**config.mk**
```make
export PLATFORM = sky130hd
export DESIGN_NAME = cpu_run_ctrl
export DESIGN_NICKNAME = d
export VERILOG_FILES = /design/src/rtl/cpu_ctrl_pkg.sv /design/src/rtl/cpu_load_seq.sv /design/src/rtl/cpu_run_ctrl.sv
export SDC_FILE = /design/constraint.sdc
export NUM_CORES = 1
export LEC_CHECK = 0
export ABC_AREA = 1
export CAP_MARGIN = 20
export CELL_PAD_IN_SITES_DETAIL_PLACEMENT = 0
export CELL_PAD_IN_SITES_GLOBAL_PLACEMENT = 2
export CORE_MARGIN = 4
export CORE_UTILIZATION = 25
export CTS_CLUSTER_DIAMETER = 50
export DETAILED_ROUTE_END_ITERATION = 12
export PLACE_DENSITY_LB_ADDON = 0.1
export SLEW_MARGIN = 10
export SYNTH_ARGS = -nofsm -noshare
export SYNTH_HDL_FRONTEND = slang
export SYNTH_HIERARCHICAL = 1
export SYNTH_SLANG_ARGS = --single-unit
```
**constraint.sdc**
```tcl
create_clock -name clk -period 2.7 [get_ports clk]
set_input_delay 0.405 -clock clk [delete_from_list [all_inputs] [get_ports clk]]
set_output_delay 0.405 -clock clk [all_outputs]
set_load 0.01 [all_outputs]
```
**src/rtl/cpu_ctrl_pkg.sv**
```systemverilog
`default_nettype none
// ============================================================================
// Module   : cpu_ctrl_pkg
// Purpose  : Shared types and constants for the CPU run controller.
// Revision : 1.0 - initial release
// ============================================================================
package cpu_ctrl_pkg;

    localparam int DEF_ADDR_W     = 4;
    localparam int DEF_DATA_W     = 8;
    localparam int DEF_RST_CYCLES = 2;
    localparam int DEF_CNT_W      = 16;

    typedef enum logic [2:0] {
        ST_IDLE   = 3'd0,
        ST_LOAD   = 3'd1,
        ST_RESET  = 3'd2,
        ST_PAUSED = 3'd3,
        ST_RUN    = 3'd4,
        ST_STEP   = 3'd5,
        ST_HALTED = 3'd6
    } state_t;

    localparam logic [2:0] STAGE_FETCH = 3'd0;
    localparam logic [2:0] STAGE_HALT  = 3'd6;

    // The core is held in reset whenever no program may be executing.
    function automatic logic holds_cpu_reset(input state_t s);
        return (s == ST_IDLE) || (s == ST_LOAD) || (s == ST_RESET);
    endfunction

endpackage
`default_nettype wire

```
**src/rtl/cpu_load_seq.sv**
```systemverilog
`default_nettype none
// ============================================================================
// Module   : cpu_load_seq
// Purpose  : Streams host bytes into the CPU RAM through a registered port.
// Revision : 1.0 - initial release
// ============================================================================
module cpu_load_seq #(
    parameter int ADDR_W = 4,
    parameter int DATA_W = 8
) (
    input  logic              clk,
    input  logic              reset_n,
    input  logic              active,
    input  logic              start,
    input  logic              abort,
    input  logic              in_valid,
    input  logic [DATA_W-1:0] in_data,
    output logic              in_ready,
    output logic              last_accept,
    output logic              mem_we,
    output logic [ADDR_W-1:0] mem_addr,
    output logic [DATA_W-1:0] mem_wdata,
    output logic              load_done
);

    logic [ADDR_W-1:0] r_ptr;
    logic              r_we;
    logic [ADDR_W-1:0] r_addr;
    logic [DATA_W-1:0] r_wdata;
    logic              r_done;
    logic              w_accept;
    logic [ADDR_W-1:0] w_ptr;

    // A restart lands a same-cycle byte at address 0.
    assign w_ptr       = start ? '0 : r_ptr;
    assign in_ready    = active && !abort;
    assign w_accept    = in_ready && in_valid;
    assign last_accept = w_accept && (w_ptr == {ADDR_W{1'b1}});

    always_ff @(posedge clk or negedge reset_n) begin
        if (!reset_n) begin
            r_ptr   <= '0;
            r_we    <= 1'b0;
            r_addr  <= '0;
            r_wdata <= '0;
            r_done  <= 1'b0;
        end else begin
            r_we   <= w_accept;
            r_done <= last_accept;
            if (w_accept) begin
                r_addr  <= w_ptr;
                r_wdata <= in_data;
            end
            if (!active)
                r_ptr <= '0;
            else if (w_accept)
                r_ptr <= w_ptr + ADDR_W'(1);
            else if (start)
                r_ptr <= '0;
        end
    end

    assign mem_we    = r_we;
    assign mem_addr  = r_addr;
    assign mem_wdata = r_wdata;
    assign load_done = r_done;

endmodule
`default_nettype wire

```
**src/rtl/cpu_run_ctrl.sv**
```systemverilog
`default_nettype none
// ============================================================================
// Module   : cpu_run_ctrl
// Purpose  : Loads the CPU program RAM and sequences run / step / stop / halt.
// Revision : 1.0 - initial release
// ============================================================================
module cpu_run_ctrl
    import cpu_ctrl_pkg::*;
#(
    parameter int ADDR_W     = DEF_ADDR_W,
    parameter int DATA_W     = DEF_DATA_W,
    parameter int RST_CYCLES = DEF_RST_CYCLES,
    parameter int CNT_W      = DEF_CNT_W
) (
    input  logic              clk,
    input  logic              reset_n,
    input  logic              cmd_load,
    input  logic              cmd_run,
    input  logic              cmd_step,
    input  logic              cmd_stop,
    input  logic              in_valid,
    input  logic [DATA_W-1:0] in_data,
    output logic              in_ready,
    input  logic              cpu_halted,
    input  logic [2:0]        cpu_stage,
    output logic              mem_we,
    output logic [ADDR_W-1:0] mem_addr,
    output logic [DATA_W-1:0] mem_wdata,
    output logic              cpu_reset,
    output logic              cpu_clk_en,
    output logic              load_done,
    output logic              busy,
    output logic [2:0]        state,
    output logic [CNT_W-1:0]  cycle_cnt
);

    localparam int RC_W = (RST_CYCLES > 1) ? $clog2(RST_CYCLES) : 1;

    state_t            r_state;
    state_t            r_target;
    state_t            w_next_state;
    state_t            w_next_target;
    logic [RC_W-1:0]   r_rst_cnt;
    logic              r_seen;
    logic              r_cpu_reset;
    logic [CNT_W-1:0]  r_cycle_cnt;
    logic              w_load, w_stop, w_step, w_run;
    logic              w_halt, w_boundary, w_last, w_rst_end, w_enter_reset;

    // Fixed command priority: load > stop > step > run.
    assign w_load = cmd_load;
    assign w_stop = !cmd_load && cmd_stop;
    assign w_step = !cmd_load && !cmd_stop && cmd_step;
    assign w_run  = !cmd_load && !cmd_stop && !cmd_step && cmd_run;

    assign w_halt     = cpu_halted || (cpu_stage == STAGE_HALT);
    assign w_boundary = (r_state == ST_STEP) && (cpu_stage == STAGE_FETCH) && r_seen;
    assign w_rst_end  = (r_rst_cnt == RC_W'(RST_CYCLES - 1));

    cpu_load_seq #(
        .ADDR_W (ADDR_W),
        .DATA_W (DATA_W)
    ) u_load_seq (
        .clk         (clk),
        .reset_n     (reset_n),
        .active      (r_state == ST_LOAD),
        .start       (w_load),
        .abort       (w_stop),
        .in_valid    (in_valid),
        .in_data     (in_data),
        .in_ready    (in_ready),
        .last_accept (w_last),
        .mem_we      (mem_we),
        .mem_addr    (mem_addr),
        .mem_wdata   (mem_wdata),
        .load_done   (load_done)
    );

    always_comb begin
        w_next_state  = r_state;
        w_next_target = r_target;
        case (r_state)
            ST_IDLE, ST_HALTED: begin
                if (w_load) begin
                    w_next_state = ST_LOAD;
                end else if (w_step) begin
                    w_next_state  = ST_RESET;
                    w_next_target = ST_STEP;
                end else if (w_run) begin
                    w_next_state  = ST_RESET;
                    w_next_target = ST_RUN;
                end
            end
            ST_LOAD: begin
                if (w_stop) begin
                    w_next_state = ST_IDLE;
                end else if (w_last && !w_load) begin
                    w_next_state  = ST_RESET;
                    w_next_target = ST_PAUSED;
                end
            end
            ST_RESET:  if (w_rst_end) w_next_state = r_target;
            ST_PAUSED: begin
                if (w_load)      w_next_state = ST_LOAD;
                else if (w_step) w_next_state = ST_STEP;
                else if (w_run)  w_next_state = ST_RUN;
            end
            ST_RUN: begin
                if (w_halt)      w_next_state = ST_HALTED;
                else if (w_stop) w_next_state = ST_PAUSED;
            end
            ST_STEP: begin
                if (w_halt)                      w_next_state = ST_HALTED;
                else if (w_stop || w_boundary)   w_next_state = ST_PAUSED;
            end
            default: w_next_state = ST_IDLE;
        endcase
    end

    assign w_enter_reset = (w_next_state == ST_RESET) && (r_state != ST_RESET);

    always_ff @(posedge clk or negedge reset_n) begin
        if (!reset_n) begin
            r_state     <= ST_IDLE;
            r_target    <= ST_PAUSED;
            r_rst_cnt   <= '0;
            r_seen      <= 1'b0;
            r_cpu_reset <= 1'b1;
            r_cycle_cnt <= '0;
        end else begin
            r_state     <= w_next_state;
            r_target    <= w_next_target;
            r_cpu_reset <= holds_cpu_reset(w_next_state);
            if (w_enter_reset)
                r_rst_cnt <= '0;
            else if (r_state == ST_RESET)
                r_rst_cnt <= r_rst_cnt + RC_W'(1);
            // Boundary tracking restarts on every entry to STEP.
            if (r_state == ST_STEP && w_next_state == ST_STEP)
                r_seen <= r_seen || (cpu_stage != STAGE_FETCH);
            else
                r_seen <= 1'b0;
            if (w_enter_reset)
                r_cycle_cnt <= '0;
            else if (cpu_clk_en && (r_cycle_cnt != {CNT_W{1'b1}}))
                r_cycle_cnt <= r_cycle_cnt + CNT_W'(1);
        end
    end

    assign cpu_clk_en = (r_state == ST_RUN) || ((r_state == ST_STEP) && !w_boundary);
    assign cpu_reset  = r_cpu_reset;
    assign busy       = (r_state == ST_LOAD) || (r_state == ST_RESET) || (r_state == ST_STEP);
    assign state      = r_state;
    assign cycle_cnt  = r_cycle_cnt;

endmodule
`default_nettype wire

```
## Yosys cells after proc, flatten, opt, wreduce, memory -nomap -nowiden

Cells that the tools add are included.

| word-level totals | value |
|---|---|
| bits in registers | 43 |
| output and inout bits | 37 |
| bits of input ports | 19 |
| word-level logic and storage cells | 96 |

| cells by class | value |
|---|---|
| muxes and demuxes | 28 |
| reductions and logical operators | 37 |
| add/sub/neg operators | 3 |
| equal/unequal tests | 17 |

Operators with widths:

| kind | number |
|---|---|
| 2-to-1 mux 3 bit | 18 |
| 2-to-1 mux 16 bit | 2 |
| one-hot mux 3 bit (6 select lines) | 1 |
| adder 16 x 1 -> 16 bit (second input constant) | 1 |
| != test 16 bit (second input constant) | 1 |
| equality test 3 bit (second input constant) | 5 |
| logical AND 1 bit | 15 |
| 2-to-1 mux 4 bit | 3 |
| equality test 3 x 2 -> 1 bit (second input constant) | 3 |
| zero test 3 bit | 3 |
| logical OR 1 bit | 8 |
| equality test 3 x 1 -> 1 bit (second input constant) | 2 |
| != test 2 bit (second input constant) | 3 |
| one-hot mux 3 bit (2 select lines) | 1 |
| nonzero test 2 bit | 3 |
| zero test 1 bit | 5 |
| AND reduction 5 bit | 1 |
| adder 4 x 1 -> 4 bit (second input constant) | 1 |
| equality test 4 bit (second input constant) | 1 |
| 2-to-1 mux 1 bit | 3 |
| != test 3 x 2 -> 1 bit (second input constant) | 1 |
| != test 3 bit (second input constant) | 1 |
| nonzero test 3 bit | 1 |
| OR reduction 2 bit | 1 |
| adder 1 bit (second input constant) | 1 |

## Logic depth before layout (Yosys ltp)

| logic depth | value |
|---|---|
| word-level depth | 13 |
| depth in mapped cells | 17 |
| mapped depth without buffers | 17 |

## Hierarchy

Netlist, hierarchy kept.

Modules (own cells, without submodules):

| module | times used | cells each | area each (sq um) | sequential area each (sq um) |
|---|---|---|---|---|
| cpu_run_ctrl | 1 | 243 | 1652.8 | 629.4 |
| cpu_load_seq | 1 | 87 | 760.7 | 450.4 |

## Worst setup path before layout

Ideal clock, no wire load.

| timing path | value |
|---|---|
| path type | reg-to-reg |
| start | register r_state[1], in the netlist state[1] |
| end | register r_cycle_cnt[10], in the netlist cycle_cnt[10] |
| data arrival time | 1.962 ns |
| path buffers | 1 |
| clock period less this slack | 2.080 ns |
| data required time | 2.582 ns |
| setup slack | 0.620 ns |
| cell stages (with the launch flop) | 16 |
| setup time | 0.118 ns |
| cell sequence | dfrtp_1 > inv_1 > nand2_1 > nor2_4 > nand3_4 > clkinv_2 > nand3_1 > nor2_1 > nand2_1 > inv_1 > nand2_1 > nand2_1 > nand3_4 > buf_6 > nand3_1 > nand2_1 |

| on the way | value |
|---|---|
| word-level cells in the longest chain between the ends | 11 |
| elaborated cells on any way between the ends | 38 |
| classes of those cells | eq/ne: 8; mux: 15; reduce/logical: 15 |

RTL lines:

| item | line | text |
|---|---|---|
| start, declared | cpu_run_ctrl.sv:39 | `state_t r_state;` |
| start signal, assigned | cpu_run_ctrl.sv:131 | `r_state <= w_next_state;` |
| equality test 3 x 1 -> 1 bit (*) | cpu_run_ctrl.sv:66 | `.active (r_state == ST_LOAD),` |
| logical AND 1 bit (*) | cpu_load_seq.sv:36 | `assign in_ready = active && !abort;` |
| logical AND 1 bit (*) | cpu_load_seq.sv:37 | `assign w_accept = in_ready && in_valid;` |
| logical AND 1 bit (*) | cpu_load_seq.sv:38 | `assign last_accept = w_accept && (w_ptr == {ADDR_W{1'b1}});` |
| via w_last | cpu_run_ctrl.sv:48 | `logic w_halt, w_boundary, w_last, w_rst_end, w_enter_reset;` |
| logical AND 1 bit (*) | cpu_run_ctrl.sv:97 | `end else if (w_last && !w_load) begin` |
| 2-to-1 mux 3 bit (*) | cpu_run_ctrl.sv:97 |  |
| 2-to-1 mux 3 bit (*) | cpu_run_ctrl.sv:95 | `if (w_stop) begin` |
| one-hot mux 3 bit (6 select lines) (*) | cpu_run_ctrl.sv:82 | `case (r_state)` |
| equality test 3 x 2 -> 1 bit (*) | cpu_run_ctrl.sv:120 | `assign w_enter_reset = (w_next_state == ST_RESET) && (r_state != ST_RESET);` |
| logical AND 1 bit (*) | cpu_run_ctrl.sv:120 |  |
| 2-to-1 mux 16 bit or nonzero test 2 bit (tied branches) | n/a |  |
| end signal, assigned | cpu_run_ctrl.sv:146 | `r_cycle_cnt <= r_cycle_cnt + CNT_W'(1);` |
| end, declared | cpu_run_ctrl.sv:46 | `logic [CNT_W-1:0] r_cycle_cnt;` |

Mark *: on every way through the listed nets, which the timed path passes. The rest lies on a longest branch.
A chain may end at the register's enable or synchronous reset.

## Final worst setup path

| timing path | value |
|---|---|
| start | register r_state[1], in the netlist state[1] |
| end | output port in_ready |

| on the way | value |
|---|---|
| word-level cells in the longest chain between the ends | 2 |

RTL lines:

| item | line | text |
|---|---|---|
| equality test 3 x 1 -> 1 bit | cpu_run_ctrl.sv:66 |  |
| logical AND 1 bit | cpu_load_seq.sv:36 |  |
| end, declared | cpu_run_ctrl.sv:23 | `output logic in_ready,` |

Every way passes these cells.

==> summary.txt <==
Outcome
  • Status: complete, no violations

Logic synthesis
  • Syn nets: 351
  • Post-synth top cells: nand2_1 (116), nor2_1 (43), dfrtp_1 (40)
  • Post-synth top flop: dfrtp_1
  • Syn avg cell area: 7.31 µm²
  • FFs w/ async S/R, synth: 100%
  • Sequential area share after synthesis: 44.7%
  • Syn Inst Count: 330
  • Synth warnings: 6
  • Post-synth EDFFs: 0
  • Synth area leaders: dfrtp_1 (41%), nand2_1 (18%), nand3_1 (6.8%)
  • Seq cells post-synth: 43
  • Unique masters post-synth: 26
  • Share of the synthesized area in the top cell type: 41.5%
  • Mapped Area: 2410 µm²
  • Cell taking the most area after synthesis: dfrtp_1
  • Top-count cell post-synth: nand2_1

Clocking
  • Total CTS buffers: 5
  • Post-CTS Setup Repair Bufs: 0
  • H-tree levels: 2
  • Post-CTS sizing: 0
  • Clock slew at reported path FFs: 0.09 ns
  • CTS tree: done
  • CTS root buf: clkbuf_8
  • Max clock buf depth: 2
  • Clk Latency, worst-skew pair: 0.30 ns
  • Clock Sinks: 43

Worst setup path
  • Crit-path slowest cell: clkdlybuf4s50_1
  • CP max stage delay: 0.53 ns
  • Crit end category: output port
  • Critical Path AT: 2.00 ns
  • Crit path capture: in_ready
  • Crit path cell chain: inv_1, nand2_1, nor2_4, buf_4, nand2_1, inv_1, clkdlybuf4s50_1
  • Worst r2r dst: cycle_cnt[0]
  • Worst setup path startpoint: state[1]
  • Startpoint types: flip-flop
  • Worst reg-to-reg setup slack: 0.40 ns
  • CP Class: reg -> out
  • CP top delay family: buffers and inverters
  • Buf/Inv on CP: 4
  • CP Depth: 7
  • CP required: 2.30 ns
  • R2R cell count: 9
  • Max Fanout on Critical Path: 10
  • Worst R2R Start: cycle_cnt[0]

Pwr
  • Worst VDD drop: 0.296 mV
  • Pleak: 1.52 nW
  • Pwr dens: 741 nW/µm²
  • Switching part of the total power: 39.8%
  • Sequential power share: 38.4%
  • Clk pwr share: 17.5%
  • Tot Pwr: 0.00239 W
  • P_sw: 0.000953 W
  • Combinational fraction of design power: 44.1%
  • Internal power: 0.00144 W

GRT
  • Initial antenna violation count: 0
  • Largest net degree at the start of global routing: 31
  • Total GRT Usage: 13.1%
  • Grt total ovfl: 0
  • First-pass GRT wire length: 12.0 mm
  • Number of global-route vias before repair: 2319

Timing
  • FMAX: 416 MHz
  • Crit share post-route: 89.0%
  • Final setup viols: 0
  • Rel. slew slack: 59.3%
  • Max-slew violations: 0
  • Worst-margin pin slew: 0.609 ns
  • TNS Setup: 0 ns
  • Final Hold Fails: 0
  • Worst setup margin: 0.297 ns
  • Fin crit period: 2.40 ns
  • RSZ-0062 raised after global routing: false
  • Clock skew: 0.00921 ns

Route
  • WL per Instance: 13.0 µm
  • Final ANT Viol Nets: 0
  • Vias per inst: 4.29
  • Via count: 2255
  • Drt pass-1 iters: 4
  • Post-Route WL: 6.84 mm
  • Starting DRT DRC Count: 89
  • DRC: 0

Floorplan
  • DIE AREA: 11300 µm²
  • Die height: 106 µm
  • DIE WIDTH: 106 µm
  • Core Area: 9330 µm²
  • Rows: 35
  • Initial Util: 25.9%
  • # IOs: 56

Placement
  • HPWL Detailed: 5.10 mm
  • RD Place Congestion: 0.763
  • DP Worst Slack: 0.178 ns
  • Buffers on Ports: 55

Layout
  • Share of layout cells above drive strength 1: 9.57%
  • Final-layout fill cell count: 1020
  • Diode count: 0
  • Fin nets: 417
  • Area Overhead vs Synth: 34.0%

Min path
  • Hold Path Depth: 2
  • Worst hold path class: reg -> reg

Job
  • Max cap viols: 0
## area by class of cell
| cell class | instances | area [µm²] | area share (%) |
|---|---|---|---|
| multi-input cells | 248 | 1160 | 35.8 |
| clock inverters | 2 | 13.8 | 0.426 |
| inverters | 33 | 125 | 3.87 |
| flip-flops and latches | 43 | 1080 | 33.4 |
| well taps | 129 | 161 | 4.99 |
| repair buffers | 65 | 623 | 19.3 |
| clock buffers | 6 | 72.6 | 2.24 |
## layer usage
metal | track usage, % | vias to the layer above | share of wire [%]
met5 | 0 | - | 0
li1 | - | 1172 | -
met4 | 3.33 | 0 | 0.61
met2 | 20.8 | 37 | 47
met1 | 18.2 | 1041 | 49
met3 | 2.55 | 5 | 3.3
## per-stage QoR
step | util [%] | hold slack, ns | cells | cell area, µm²
after global routing | 34.7 | 0.519 | 526 | 3230
final | 34.7 | 0.486 | 526 | 3230
after CTS | 34.7 | 0.490 | 526 | 3230
after floorplan | - | 0.109 | 330 | 2410
after global placement | 33.6 | 0.331 | 517 | 3140
after detailed placement | 33.6 | 0.327 | 517 | 3140
## power groups by stage
stage / registers [W] / clock network (W) / logic (W)
floorplan: 0.000966 / 0 / 0.000543
global placement: 0.000934 / 0 / 0.00107
detailed placement: 0.000935 / 0 / 0.00107
CTS: 0.000924 / 0.000450 / 0.00108
global route: 0.000953 / 0.000474 / 0.00119
finish: 0.000919 / 0.000420 / 0.00105
## worst reg2reg max path, delay by kind of cell, from the launching register on
family | cells | cell delay (ns)
and+or+nand+nor | 5 | 0.92
DFF | 1 | 0.46
buffers and inverters | 2 | 0.40
adders and majority gates | 1 | 0.29
AOI/OAI and AO/OA | 1 | 0.11
## placed cells by master (no fill, tap or decap), types with 3 or more instances in the layout
master and instances:
nand4_1 7, nand3b_1 3, clkdlybuf4s50_1 54, nand2_1 116, nor2_2 4, dfrtp_1 40, o21ai_0 10, nor2_1 43
dfstp_2 3, xor2_1 9, inv_1 29, a21oi_1 7, nand3_1 33, inv_2 3, or2_2 5, clkbuf_8 5
buf_4 9
## worst min-delay path by stage
stage                             from                      end  slack [ns]
2_1_floorplan                  reset_n             cycle_cnt[0]        0.11
3_3_place_gp                   reset_n      u_load_seq/r_ptr[0]        0.33
3_5_place_dp                   reset_n      u_load_seq/r_ptr[0]        0.33
4_1_cts        u_load_seq/mem_wdata[2]  u_load_seq/mem_wdata[2]        0.49
5_1_grt        u_load_seq/mem_wdata[3]  u_load_seq/mem_wdata[3]        0.52
6_report       u_load_seq/mem_wdata[2]  u_load_seq/mem_wdata[2]        0.49
## repair_timing
action,CTS,global route
endpoints found under the setup margin,0,0
hold endpoints to repair,13,0
hold buffers,1,0
## sequential cells by signal (all words and copies together), names as in the netlist
| signal | cells |
|---|---|
| r_rst_cnt | 1 |
| u_load_seq/load_done | 1 |
| r_seen | 1 |
| u_load_seq/mem_we | 1 |
| u_load_seq/mem_wdata | 8 |
| state | 3 |
| u_load_seq/r_ptr | 4 |
| r_target | 3 |
| u_load_seq/mem_addr | 4 |
| cycle_cnt | 16 |
| cpu_reset | 1 |
## cells by family (layout without fill, tap and decap cells)
group / after synthesis / count (layout) / share of synthesized area (%)
AO/OA/AOI/OAI: 21 / 21 / 4.61
XOR/XNOR: 9 / 9 / 3.27
adder cells (fa/ha/maj): 2 / 2 / 1.04
flip-flops: 43 / 43 / 44.7
buffers and inverters: 39 / 106 / 7.31
AND/OR/NAND/NOR: 216 / 216 / 39.0
No activity file was read; power rests on OpenSTA's default activity.
